## config.mk

```make
export PLATFORM = sky130hd
export DESIGN_NAME = switch_debouncer
export DESIGN_NICKNAME = d
export VERILOG_FILES = /design/src/rtl/switch_pkg.sv /design/src/rtl/sync_2ff.sv /design/src/rtl/switch_debouncer.sv
export SDC_FILE = /design/constraint.sdc
export NUM_CORES = 1
export LEC_CHECK = 0
export ABC_AREA = 1
export ABC_CLOCK_PERIOD_IN_PS = 2100
export BUFFER_PORTS_ARGS = -buffer_cell sky130_fd_sc_hd__buf_4
export CORE_MARGIN = 4
export CORE_UTILIZATION = 55
export DETAILED_ROUTE_END_ITERATION = 6
export PLACE_DENSITY = 0.79
export SETUP_SLACK_MARGIN = 0.2
export SYNTH_ARGS = -nofsm -noshare
export SYNTH_HDL_FRONTEND = slang
export SYNTH_HIERARCHICAL = 1
export SYNTH_SLANG_ARGS = --single-unit
```

## constraint.sdc

```tcl
create_clock -name i_Clock -period 2.1 [get_ports i_Clock]
set_input_delay 0.315 -clock i_Clock [delete_from_list [all_inputs] [get_ports i_Clock]]
set_output_delay 0.315 -clock i_Clock [all_outputs]
set_load 0.02 [all_outputs]
```

## src/rtl/switch_pkg.sv

```systemverilog
// Shared definitions for user push-button input handling: FSM encoding,
// board timing defaults and the registered event payload.
package switch_pkg;

  localparam int unsigned DEFAULT_DEBOUNCE_COUNT = 250_000;     // 10 ms at 25 MHz
  localparam int unsigned DEFAULT_LONG_COUNT     = 25_000_000;  // 1 s at 25 MHz
  localparam int unsigned STATE_W                = 2;

  typedef enum logic [STATE_W-1:0] {
    ST_RELEASED     = 2'd0,
    ST_PRESS_PEND   = 2'd1,
    ST_PRESSED      = 2'd2,
    ST_RELEASE_PEND = 2'd3
  } sw_state_e;

  // Debounced level plus the single-cycle event pulses, registered together.
  typedef struct packed {
    logic level;
    logic press;
    logic release_evt;
    logic long_press;
  } sw_evt_t;

endpackage : switch_pkg

```

## src/rtl/sync_2ff.sv

```systemverilog
// Two-flop synchronizer for a single asynchronous pin, with a configurable
// reset level so the idle pin value is presented while in reset.
module sync_2ff #(
  parameter bit RESET_VAL = 1'b0
) (
  input  logic clk,
  input  logic rst_n,
  input  logic d,
  output logic q
);

  logic meta_d, meta_q;
  logic sync_d, sync_q;

  always_comb begin
    meta_d = d;
    sync_d = meta_q;
  end

  always_ff @(posedge clk or negedge rst_n) begin
    if (!rst_n) begin
      meta_q <= RESET_VAL;
      sync_q <= RESET_VAL;
    end else begin
      meta_q <= meta_d;
      sync_q <= sync_d;
    end
  end

  assign q = sync_q;

endmodule : sync_2ff

```

## src/rtl/switch_debouncer.sv

```systemverilog
// Push-button debouncer: synchronizes the raw pin, filters bounce with a
// stability counter and emits press / release / long-press pulses.
module switch_debouncer
  import switch_pkg::*;
#(
  parameter int unsigned DEBOUNCE_COUNT = DEFAULT_DEBOUNCE_COUNT,
  parameter int unsigned LONG_COUNT     = DEFAULT_LONG_COUNT,
  parameter bit          ACTIVE_HIGH    = 1'b1
) (
  input  logic i_Clock,
  input  logic i_Reset_n,
  input  logic i_Switch,
  output logic o_Switch,
  output logic o_Press,
  output logic o_Release,
  output logic o_Long_Press
);

  localparam int unsigned DB_W   = $clog2(DEBOUNCE_COUNT + 1);
  localparam int unsigned HOLD_W = $clog2(LONG_COUNT + 1);

  localparam logic [DB_W-1:0]   DB_ONE    = DB_W'(1);
  localparam logic [DB_W-1:0]   DB_LAST   = DB_W'(DEBOUNCE_COUNT - 1);
  localparam logic [HOLD_W-1:0] HOLD_ONE  = HOLD_W'(1);
  localparam logic [HOLD_W-1:0] HOLD_LAST = HOLD_W'(LONG_COUNT - 1);
  localparam logic [HOLD_W-1:0] HOLD_MAX  = HOLD_W'(LONG_COUNT);
  localparam bit                DB_SINGLE = (DEBOUNCE_COUNT == 32'd1);

  logic              pin_sync;
  logic              sample_c;
  sw_state_e         state_d, state_q;
  logic [DB_W-1:0]   db_cnt_d, db_cnt_q;
  logic [HOLD_W-1:0] hold_d, hold_q;
  sw_evt_t           evt_d, evt_q;

  sync_2ff #(
    .RESET_VAL (~ACTIVE_HIGH)
  ) u_sync (
    .clk   (i_Clock),
    .rst_n (i_Reset_n),
    .d     (i_Switch),
    .q     (pin_sync)
  );

  // Internal sample is always 1 = pressed, whatever the pin polarity.
  assign sample_c = ACTIVE_HIGH ? pin_sync : ~pin_sync;

  // The counter holds the number of consecutive qualifying samples already
  // seen, so the current sample is the DEBOUNCE_COUNT-th when it equals DB_LAST.
  always_comb begin
    state_d           = state_q;
    db_cnt_d          = db_cnt_q;
    hold_d            = hold_q;
    evt_d             = '0;
    evt_d.level       = evt_q.level;

    // Hold timer runs while the debounced level is pressed and saturates.
    if ((state_q == ST_PRESSED || state_q == ST_RELEASE_PEND) && hold_q != HOLD_MAX) begin
      hold_d           = hold_q + HOLD_ONE;
      evt_d.long_press = (hold_q == HOLD_LAST);
    end

    case (state_q)
      ST_RELEASED: begin
        if (sample_c) begin
          if (DB_SINGLE) begin
            state_d     = ST_PRESSED;
            db_cnt_d    = '0;
            hold_d      = '0;
            evt_d.level = 1'b1;
            evt_d.press = 1'b1;
          end else begin
            state_d  = ST_PRESS_PEND;
            db_cnt_d = DB_ONE;
          end
        end
      end

      ST_PRESS_PEND: begin
        if (!sample_c) begin
          state_d  = ST_RELEASED;
          db_cnt_d = '0;
        end else if (db_cnt_q == DB_LAST) begin
          state_d     = ST_PRESSED;
          db_cnt_d    = '0;
          hold_d      = '0;
          evt_d.level = 1'b1;
          evt_d.press = 1'b1;
        end else begin
          db_cnt_d = db_cnt_q + DB_ONE;
        end
      end

      ST_PRESSED: begin
        if (!sample_c) begin
          if (DB_SINGLE) begin
            state_d           = ST_RELEASED;
            db_cnt_d          = '0;
            hold_d            = '0;
            evt_d.level       = 1'b0;
            evt_d.release_evt = 1'b1;
            evt_d.long_press  = 1'b0;
          end else begin
            state_d  = ST_RELEASE_PEND;
            db_cnt_d = DB_ONE;
          end
        end
      end

      ST_RELEASE_PEND: begin
        if (sample_c) begin
          // Rejected release glitch: the hold timer keeps running.
          state_d  = ST_PRESSED;
          db_cnt_d = '0;
        end else if (db_cnt_q == DB_LAST) begin
          state_d           = ST_RELEASED;
          db_cnt_d          = '0;
          hold_d            = '0;
          evt_d.level       = 1'b0;
          evt_d.release_evt = 1'b1;
          evt_d.long_press  = 1'b0;
        end else begin
          db_cnt_d = db_cnt_q + DB_ONE;
        end
      end

      default: begin
        state_d  = ST_RELEASED;
        db_cnt_d = '0;
        hold_d   = '0;
        evt_d    = '0;
      end
    endcase
  end

  always_ff @(posedge i_Clock or negedge i_Reset_n) begin
    if (!i_Reset_n) begin
      state_q  <= ST_RELEASED;
      db_cnt_q <= '0;
      hold_q   <= '0;
      evt_q    <= '0;
    end else begin
      state_q  <= state_d;
      db_cnt_q <= db_cnt_d;
      hold_q   <= hold_d;
      evt_q    <= evt_d;
    end
  end

  assign o_Switch     = evt_q.level;
  assign o_Press      = evt_q.press;
  assign o_Release    = evt_q.release_evt;
  assign o_Long_Press = evt_q.long_press;

endmodule : switch_debouncer

```

---- Word-level counts from Yosys, hierarchy flattened ----
Index checks and enable logic that the tools add are counted.
storage, ports and cells
  bits in registers ....................... 51
  latch bits .............................. 0
  RAM bits ................................ 0
  ROM bits ................................ 0
  output and inout port bits .............. 4
  memories ................................ 0
cells by class
  $add $sub $neg .......................... 2
  multipliers ............................. 0
  div/mod/pow operators ................... 0
  order comparisons ....................... 0
  eq/ne operators ......................... 14
  shift-type cells ........................ 0
  muxes and demuxes ....................... 28
  bitwise logic cells ..................... 0
  reductions and logical operators ........ 7
operator list
  operator               number
  $mux 25                4
  $mux 18                5
  $pmux 18 s4            1
  $pmux 25 s2            1
  $add 25x1->25 const B  1
  $eq 25x25->1 const B   1
  $ne 25x25->1 const B   1
  $mux 2                 11
  $add 18x1->18 const B  1
  $eq 18x18->1 const B   1
  $pmux 2 s4             1
  $ne 2x1->1 const B     3
  $ne 2x2->1 const B     3
  $reduce_and 5->1       1
  $eq 2x2->1 const B     2
  $mux 1                 4
  $reduce_and 4->1       1
  $ne 3x1->1 const B     1
  $ne 3x3->1 const B     1
  $eq 2x1->1 const B     1
  $logic_not 2->1        1
  $pmux 1 s2             1
  $reduce_and 2->1       1
  $reduce_bool 2->1      1
  other kinds (2)        2

---- Logic depth before layout (Yosys ltp) ----
Gate-level depths: netlist of the first run.
  depth after elaboration ................. 7
  mapped depth ............................ 12
  depth with buffers taken out ............ 11

---- Modules after synthesis ----
Netlist of the first run, hierarchy kept.
by module, submodules not included
  module            instances  cells each  area an instance (µm²)
  switch_debouncer  1          495         3,392.0
  sync_2ff          1          2           50.0

---- Least setup slack after synthesis of the first run ----
Ideal clock, no wire load.
  path kind ............................... register to register
  from .................................... register hold_q[0]
  to ...................................... register hold_q[14]
  setup time .............................. 116 ps
  data arrival time ....................... 1,383 ps
  path slack .............................. 602 ps
  cell stages (with the launch flop) ...... 10
  buffers on the path ..................... 0
  clock period less this slack ............ 1,498 ps
  path through ............................ dfrtp_1 > ha_1 > inv_1 > nor2_4 > nand2_1 > nor2_1 > xor2_1 > nand2_1 > nand2_1 > nor2_1
between the ends
  longest elaborated chain between the ends .. 6
  elaborated cells on any way between the ends .. 8
  classes of those cells .................. add/sub (1); eq/ne (1); mux (5); reduce/logical (1)
RTL lines
  what                                                   line                                             RTL
  start: declaration                                     switch_debouncer.sv:33                           logic [HOLD_W-1:0] hold_d, hold_q;
  start signal: assignment                               switch_debouncer.sv:145                          hold_q <= hold_d;
  branches (longest 2 deep; another with $add 25x1->25)  --
  $mux 25 *                                              switch_debouncer.sv:58                           if ((state_q == ST_PRESSED || state_q == ST_RELEASE_PEND) && hold_q != HOLD_MAX) begin
  $mux 25                                                switch_debouncer.sv:83, switch_debouncer.sv:115
  $mux 25, on equally long branches                      switch_debouncer.sv:111, switch_debouncer.sv:80
  $pmux 25 s2 *                                          switch_debouncer.sv:63                           case (state_q)
  via hold_d[14]                                         switch_debouncer.sv:33
Mark *: on every way through the listed nets, which the timed path passes.
A chain may end at the register's enable or synchronous reset.

==> impl_metrics.yaml, run 1 <==
timing:
  timing.hold.ws_ns: 0.0178
  period_needed_ns: 1.76
  clock_skews_ns: 0.0124
  slew_worst_pin_ns: 0.643
  setup-violations-final: 0
  tns_ns: 0
  period_share: 0.838
  rsz0062_at_grt: "false"
  clock.fmax_mhz: 568
  finalMaxSlewViolations: 0
  timing_hold_violations_final: 0
  worst_slew_margin: 0.571
worst_setup_path:
  timing_worst_setup_path_type: "flip-flop to flip-flop"
  critPathArrivalTime_ns: 2.02
  timing.critical_path.to_type: "flip-flop"
  data_required_time_of_the_worst_path_ns: 2.36
  worst-path-max-fanout: 12
  cp-start-kind: "flip-flop"
logic_synthesis:
  synth.distinct_cells: 31
  synth_enable_flop_cells: 0
  postSynth.topFlopCell: "dfrtp_1"
  synthesis.area_sq_um: 3440
  synth-warning-count: 6
  synth_top_cells_by_count: "nand2_1 (179), nor2_1 (87), inv_1 (52)"
  netlist.area_leader.share: 0.371
  synth_cells: 497
  synth.yosys.seq_area_share: 0.371
  syn_nets: 503
  postSynth.asyncResetShare: 1.00
  ys_top_cells_by_area: "dfrtp_1 (37%), nand2_1 (20%), nor2_1 (9.5%)"
  post-synth-top-area-cell: "dfrtp_1"
  yosysMostFrequentCell: "nand2_1"
  synth_register_bits: 51
  synthesis.area_per_instance_sq_um: 6.93
drt:
  vias_per_cell: 5.14
  dr.first_iter.drc_count: 146
  met3WireLength_microns: 225
  drt-met1-wl_microns: 3470
  wirelength_microns: 7440
  met2RoutedLength_microns: 3590
  highest_metal_layer_with_signal_wires: "met4"
  wl_per_cell_microns: 12.8
  post-route-drc-count: 0
  route.antenna.remaining_nets: 0
  drt-pass1-iter-count: 4
  detailroute.via_count: 2988
floorplan:
  floorplan.die.height_microns: 87.1
  top_level_port_count: 7
  fp.coreArea_sq_um: 5990
  die_span_in_x_microns: 87.1
  placement_rows: 28
  die_area_sq_um: 7590
  starting_density_of_the_core: 0.575
grt:
  grt_pass1_wl_microns: 13000
  track_usage: 0.215
  grt_remaining_overflow: 0
  pin_count_of_the_biggest_net_entering_global_routing: 52
  antenna_found_initial: 0
  number_of_global_route_vias_before_repair: 2906
cells_and_area:
  area_overhead_of_the_layout_relative_to_synthesis_pct: 6.07
  fillers: 541
  final_layout_size_suffix_gt1_frac: 0.121
  fin_nets: 511
  antennaDiodeCount: 0
power_and_ir_drop:
  p_switching_uw: 425
  vdd_ir_drop_max_mv: 0.298
  comb_power_share: 0.040
  power.switching_fraction: 0.237
  power.share.clock: 0.403
  power.static_leakage_nw: 1.63
  p_total_mw: 1.80
  power.sequential.fraction: 0.557
  power.density_cell_area_nw_per_um2: 492
  cell_internal_pwr_mw: 1.37
clock_tree:
  cts.root.buffer_cell: "clkbuf_8"
  cts.path.max_buffers: 2
  h_tree_levels: 2
  numClockSinks: 51
  clkSlewWorstSetupHoldPaths_ns: 0.11
  cts.repair_timing.setup_buffer_count: 0
  worstSkewPairLatency_ns: 0.32
  cts_made_buffers: 5
  tritoncts: "yes"
placed_design:
  total_half_perimeter_wirelength_after_legalization_and_detailed_placement_microns: 5250
  gpl.final_weighted_congestion: 0.936
  numPortBuffers: 6
min_path:
  worst_hold_path_type: "primary input to asynchronous set/reset pin"
run_status:
  run_status: "completed"
flow_run:
  maxCapViolCount: 0
power by group through the flow:
stage	registers, mW	clock network (mW)	logic, mW
2_1_floorplan	1.02	0	0.0426
3_3_place_gp	1.02	0	0.0729
3_5_place_dp	1.02	0	0.0741
4_1_cts	1.00	0.737	0.0744
5_1_grt	1.00	0.773	0.0820
6_report	1.00	0.725	0.0716
layer usage:
layer,global-route usage,vias to the layer above
li1,-,1533
met1,0.271,1383
met2,0.373,59
met3,0.0274,13
met4,0.0809,0
met5,0,-
cell usage in the layout, fill, tap and decap left out, drive strengths merged:
cell      n
xnor2     2
nand2   190
clkinv    1
ha        3
bufinv    1
nand4     5
o21bai    1
xor2     20
a21oi     2
o22ai     6
nor3      7
and2      1
clkbuf    5
nand3b    2
inv      62
nor2    100
nand3    22
o21ai    18
dfrtp    51
a31oi     1
buf       6
logic make-up (layout without fill, tap and decap cells):
group,Yosys count,after routing,synth area share
compound gates,28,28,0.0596
flops,51,51,0.371
fa+ha+maj,3,3,0.0109
xor+xnor,22,22,0.0560
buf+inv,67,75,0.0880
simple gates,326,327,0.415
stage by stage:
stage                     setup slack [ns]  cell area (sq um)  cells  utilization
after floorplan                      0.602               3440    497            -
after detailed placement             0.194               3510    572        0.586
after global routing                 0.191               3650    581        0.609
final                                0.339               3650    581        0.609
after CTS                            0.255               3640    581        0.607
after global placement               0.223               3510    572        0.586
flip-flops by register name, summed over array words and instances (netlist names), named ones only:
register and flops:
db_cnt_q 18, hold_q 25, o_Long_Press 1, o_Press 1, o_Release 1, o_Switch 1, state_q 1, u_sync/meta_q 1
u_sync/q 1
cell type report:
type / instances / area, sq um / area share
well taps: 75 / 93.8 / 0.0257
clock inverters: 3 / 47.5 / 0.0130
repair buffers: 6 / 45.0 / 0.0123
multi-input cells: 380 / 1880 / 0.516
inverters: 61 / 236 / 0.0648
clock buffers: 5 / 68.8 / 0.0188
flip-flops and latches: 51 / 1280 / 0.350
critical path, stage by stage, from the launching register on:
cell	delay [ns]
dfrtp_1	0.44
inv_1	0.11
ha_1	0.20
nand3_1	0.11
nor2_1	0.06
nand2_1	0.06
nor2_2	0.07
nor2_4	0.32
nand4_1	0.20
nor2_1	0.12
final timing paths:
path | from | endpoint | slack, ns | cells after the start
worst max-delay path | hold_q[0] | o_Long_Press | 0.34 | 9
worst max register to register | hold_q[0] | o_Long_Press | 0.34 | 9
min in group i_Clock | i_Switch | u_sync/meta_q | 0.10 | 1
worst min register to register | u_sync/meta_q | u_sync/q | 0.36 | 0
max in group asynchronous | i_Reset_n | hold_q[19] | 1.65 | 1
worst min-delay path | i_Reset_n | o_Release | 0.02 | 1
what timing repair did:
action	4_1_cts	5_1_grt
hold buffers	0	0
pin swaps	1	0
gates cloned	1	0
endpoints found under the setup margin	1	24
resized for setup	0	3
(Power assumes the default switching activity.)
==> inputs of run 2 (changes only) <==
ABC_CLOCK_PERIOD_IN_PS = 1700   (was 2100)
clock period = 1.7 ns   (was 2.1 ns; I/O delays follow)
==> impl_metrics.yaml, run 2 (synthesis gave the netlist of run 1 again) <==
run_status:
  run_status: "complete, but fails checks"
  violations_in_the_final_reports: "setup timing"
power_and_ir_drop:
  power.static_leakage_nw: 1.86
  power.density_cell_area_nw_per_um2: 474
  vdd_ir_drop_max_mv: 0.409
worst_setup_path:
  worst-path-max-fanout: 8
  worstReg2RegEnd: "hold_q[2]"
  number_of_cells_traversed_by_the_worst_register_to_register_path: 11
  cells_along_the_critical_path: "inv_2 > nor2_1 > nand2_1 > nor2_4 > nand2_2 > nor2_4 > nor2_4 > buf_12 > nand2_1 > nand2_2 > nor2_4"
  reg2reg_slack_ns: -0.05
  timing.critical_path.to_type: "flip-flop"
  timing.rr.start: "hold_q[6]"
  timing_worst_setup_path_type: "flip-flop to flip-flop"
  cp-start-kind: "flip-flop"
  critical_path.slowest_cell: "dfrtp_1"
  data_required_time_of_the_worst_path_ns: 1.95
  critical_path.max_stage_delay_ns: 0.47
  critical_path.most_common_cell: "nor2_4"
  critPathArrivalTime_ns: 2.01
clock_tree:
  worstSkewPairLatency_ns: 0.31
  cts.path.max_buffers: 2
  tritoncts: "yes"
  numClockSinks: 51
  cts.root.buffer_cell: "clkbuf_8"
  cts_made_buffers: 5
  h_tree_levels: 2
  clkSlewWorstSetupHoldPaths_ns: 0.09
timing:
  finalMaxSlewViolations: 0
  period_needed_ns: 1.75
  rsz0062_at_grt: "true"
  clock.fmax_mhz: 571
  period_share: 1.03
  setup-violations-final: 4
  worst_slew_margin: 0.563
  timing_hold_violations_final: 0
  slew_worst_pin_ns: 0.655
  timing.final.ws_setup_ns: -0.0509
  clock_skews_ns: 0.00767
drt:
  drt-pass1-iter-count: 6
  detailroute.via_count: 3569
  route.antenna.remaining_nets: 0
  wl_per_cell_microns: 17.0
  vias_per_cell: 5.79
  post-route-drc-count: 0
  wirelength_microns: 10500
  dr.first_iter.drc_count: 383
floorplan:
  die_span_in_x_microns: 87.1
  floorplan.die.height_microns: 87.1
  die_area_sq_um: 7590
  top_level_port_count: 7
  placement_rows: 28
  fp.coreArea_sq_um: 5990
  starting_density_of_the_core: 0.575
cells_and_area:
  layout.cell_area.non_filler_sq_um: 4340
  commonest_cells_after_routing_fill_and_taps_aside: "nand2_1 (160), nor2_1 (59), inv_1 (46), dfrtp_1 (46), buf_4 (28)"
  layout.cells.most_common: "nand2_1"
  fin_nets: 546
  final_layout_size_suffix_gt1_frac: 0.303
  registers.top_by_ff_count: "hold_q"
  reg.largest.list: "hold_q: 25 flops, db_cnt_q: 18 flops"
  antennaDiodeCount: 0
  area_overhead_of_the_layout_relative_to_synthesis_pct: 26.1
  largest_reg_flops: 25
flow_run:
  maxCapViolCount: 0
min_path:
  worst_hold_path_type: "primary input to flip-flop"
  whs_endpoint: "u_sync/meta_q"
  min_delay_path_depth: 1
  min_from: "i_Switch"
grt:
  grt_remaining_overflow: 0
  pin_count_of_the_biggest_net_entering_global_routing: 52
  track_usage: 0.242
  antenna_found_initial: 0
  grt_pass1_wl_microns: 14500
  number_of_global_route_vias_before_repair: 3169
placed_design:
  gpl.final_weighted_congestion: 0.918
  post-place-ws_ns: -0.0451
  post_dp_cell_area_sq_um: 3580
  total_half_perimeter_wirelength_after_legalization_and_detailed_placement_microns: 5220
  numPortBuffers: 6
run 2: worst max-delay path by stage:
| stage | to | slack [ns] | start | depth (start not counted) |
|---|---|---|---|---|
| after global routing | hold_q[9] | -0.20 | hold_q[10] | 10 |
| after detailed placement | hold_q[7] | -0.05 | db_cnt_q[0] | 9 |
| after CTS | hold_q[2] | 0.10 | db_cnt_q[0] | 9 |
| after floorplan | hold_q[14] | 0.20 | hold_q[0] | 9 |
| after global placement | hold_q[8] | 0.009 | db_cnt_q[0] | 9 |
| final | hold_q[2] | -0.05 | hold_q[6] | 11 |
run 2: per-stage QoR:
| stage | total power [mW] | util | std cells | TNS, ns | hold slack, ns |
|---|---|---|---|---|---|
| after CTS | 2.05 | 0.661 | 604 | 0 | 0.0464 |
| after global placement | 1.36 | 0.598 | 581 | 0 | 0.322 |
| after floorplan | 1.31 | - | 497 | 0 | -0.0406 |
| after global routing | 2.14 | 0.724 | 616 | -3.52 | 0.0342 |
| after detailed placement | 1.36 | 0.598 | 581 | -0.697 | 0.328 |
| final | 2.06 | 0.724 | 616 | -0.103 | 0.0439 |
run 2: timing repair:
item	4_1_cts	5_1_grt
endpoints found under the setup margin	31	49
gates cloned	4	4
hold endpoints to repair	45	0
pin swaps	16	24
gates resized for setup	39	73
hold buffers	1	0
buffers inserted	10	8
run 2: area by class of cell:
class	instances	area (sq um)
multi-input cells	384	2270
fillers	400	1650
flip-flops and latches	51	1280
repair buffers	34	312
inverters	61	251
well taps	75	93.8
clock buffers	5	68.8
repair inverters	3	41.3
clock inverters	3	15.0
run 2: worst max-delay path, delay by kind of cell (launching register included):
kind	cells	cell delay [ns]
AND/OR/NAND/NOR	9	1.01
flip-flops	1	0.47
buffers and inverters	2	0.21
run 2: metal layers:
layer / up-vias / GRT usage / part of all wire
li1: 1618 / - / -
met1: 1653 / 0.281 / 0.36
met2: 214 / 0.423 / 0.49
met3: 84 / 0.0435 / 0.072
met4: 0 / 0.127 / 0.071
met5: - / 0 / 0
run 2: where the power goes:
group          internal (mW)  switching, mW
clock                  0.283          0.413
combinational         0.0410         0.0821
sequential              1.22         0.0130
total                   1.55          0.508
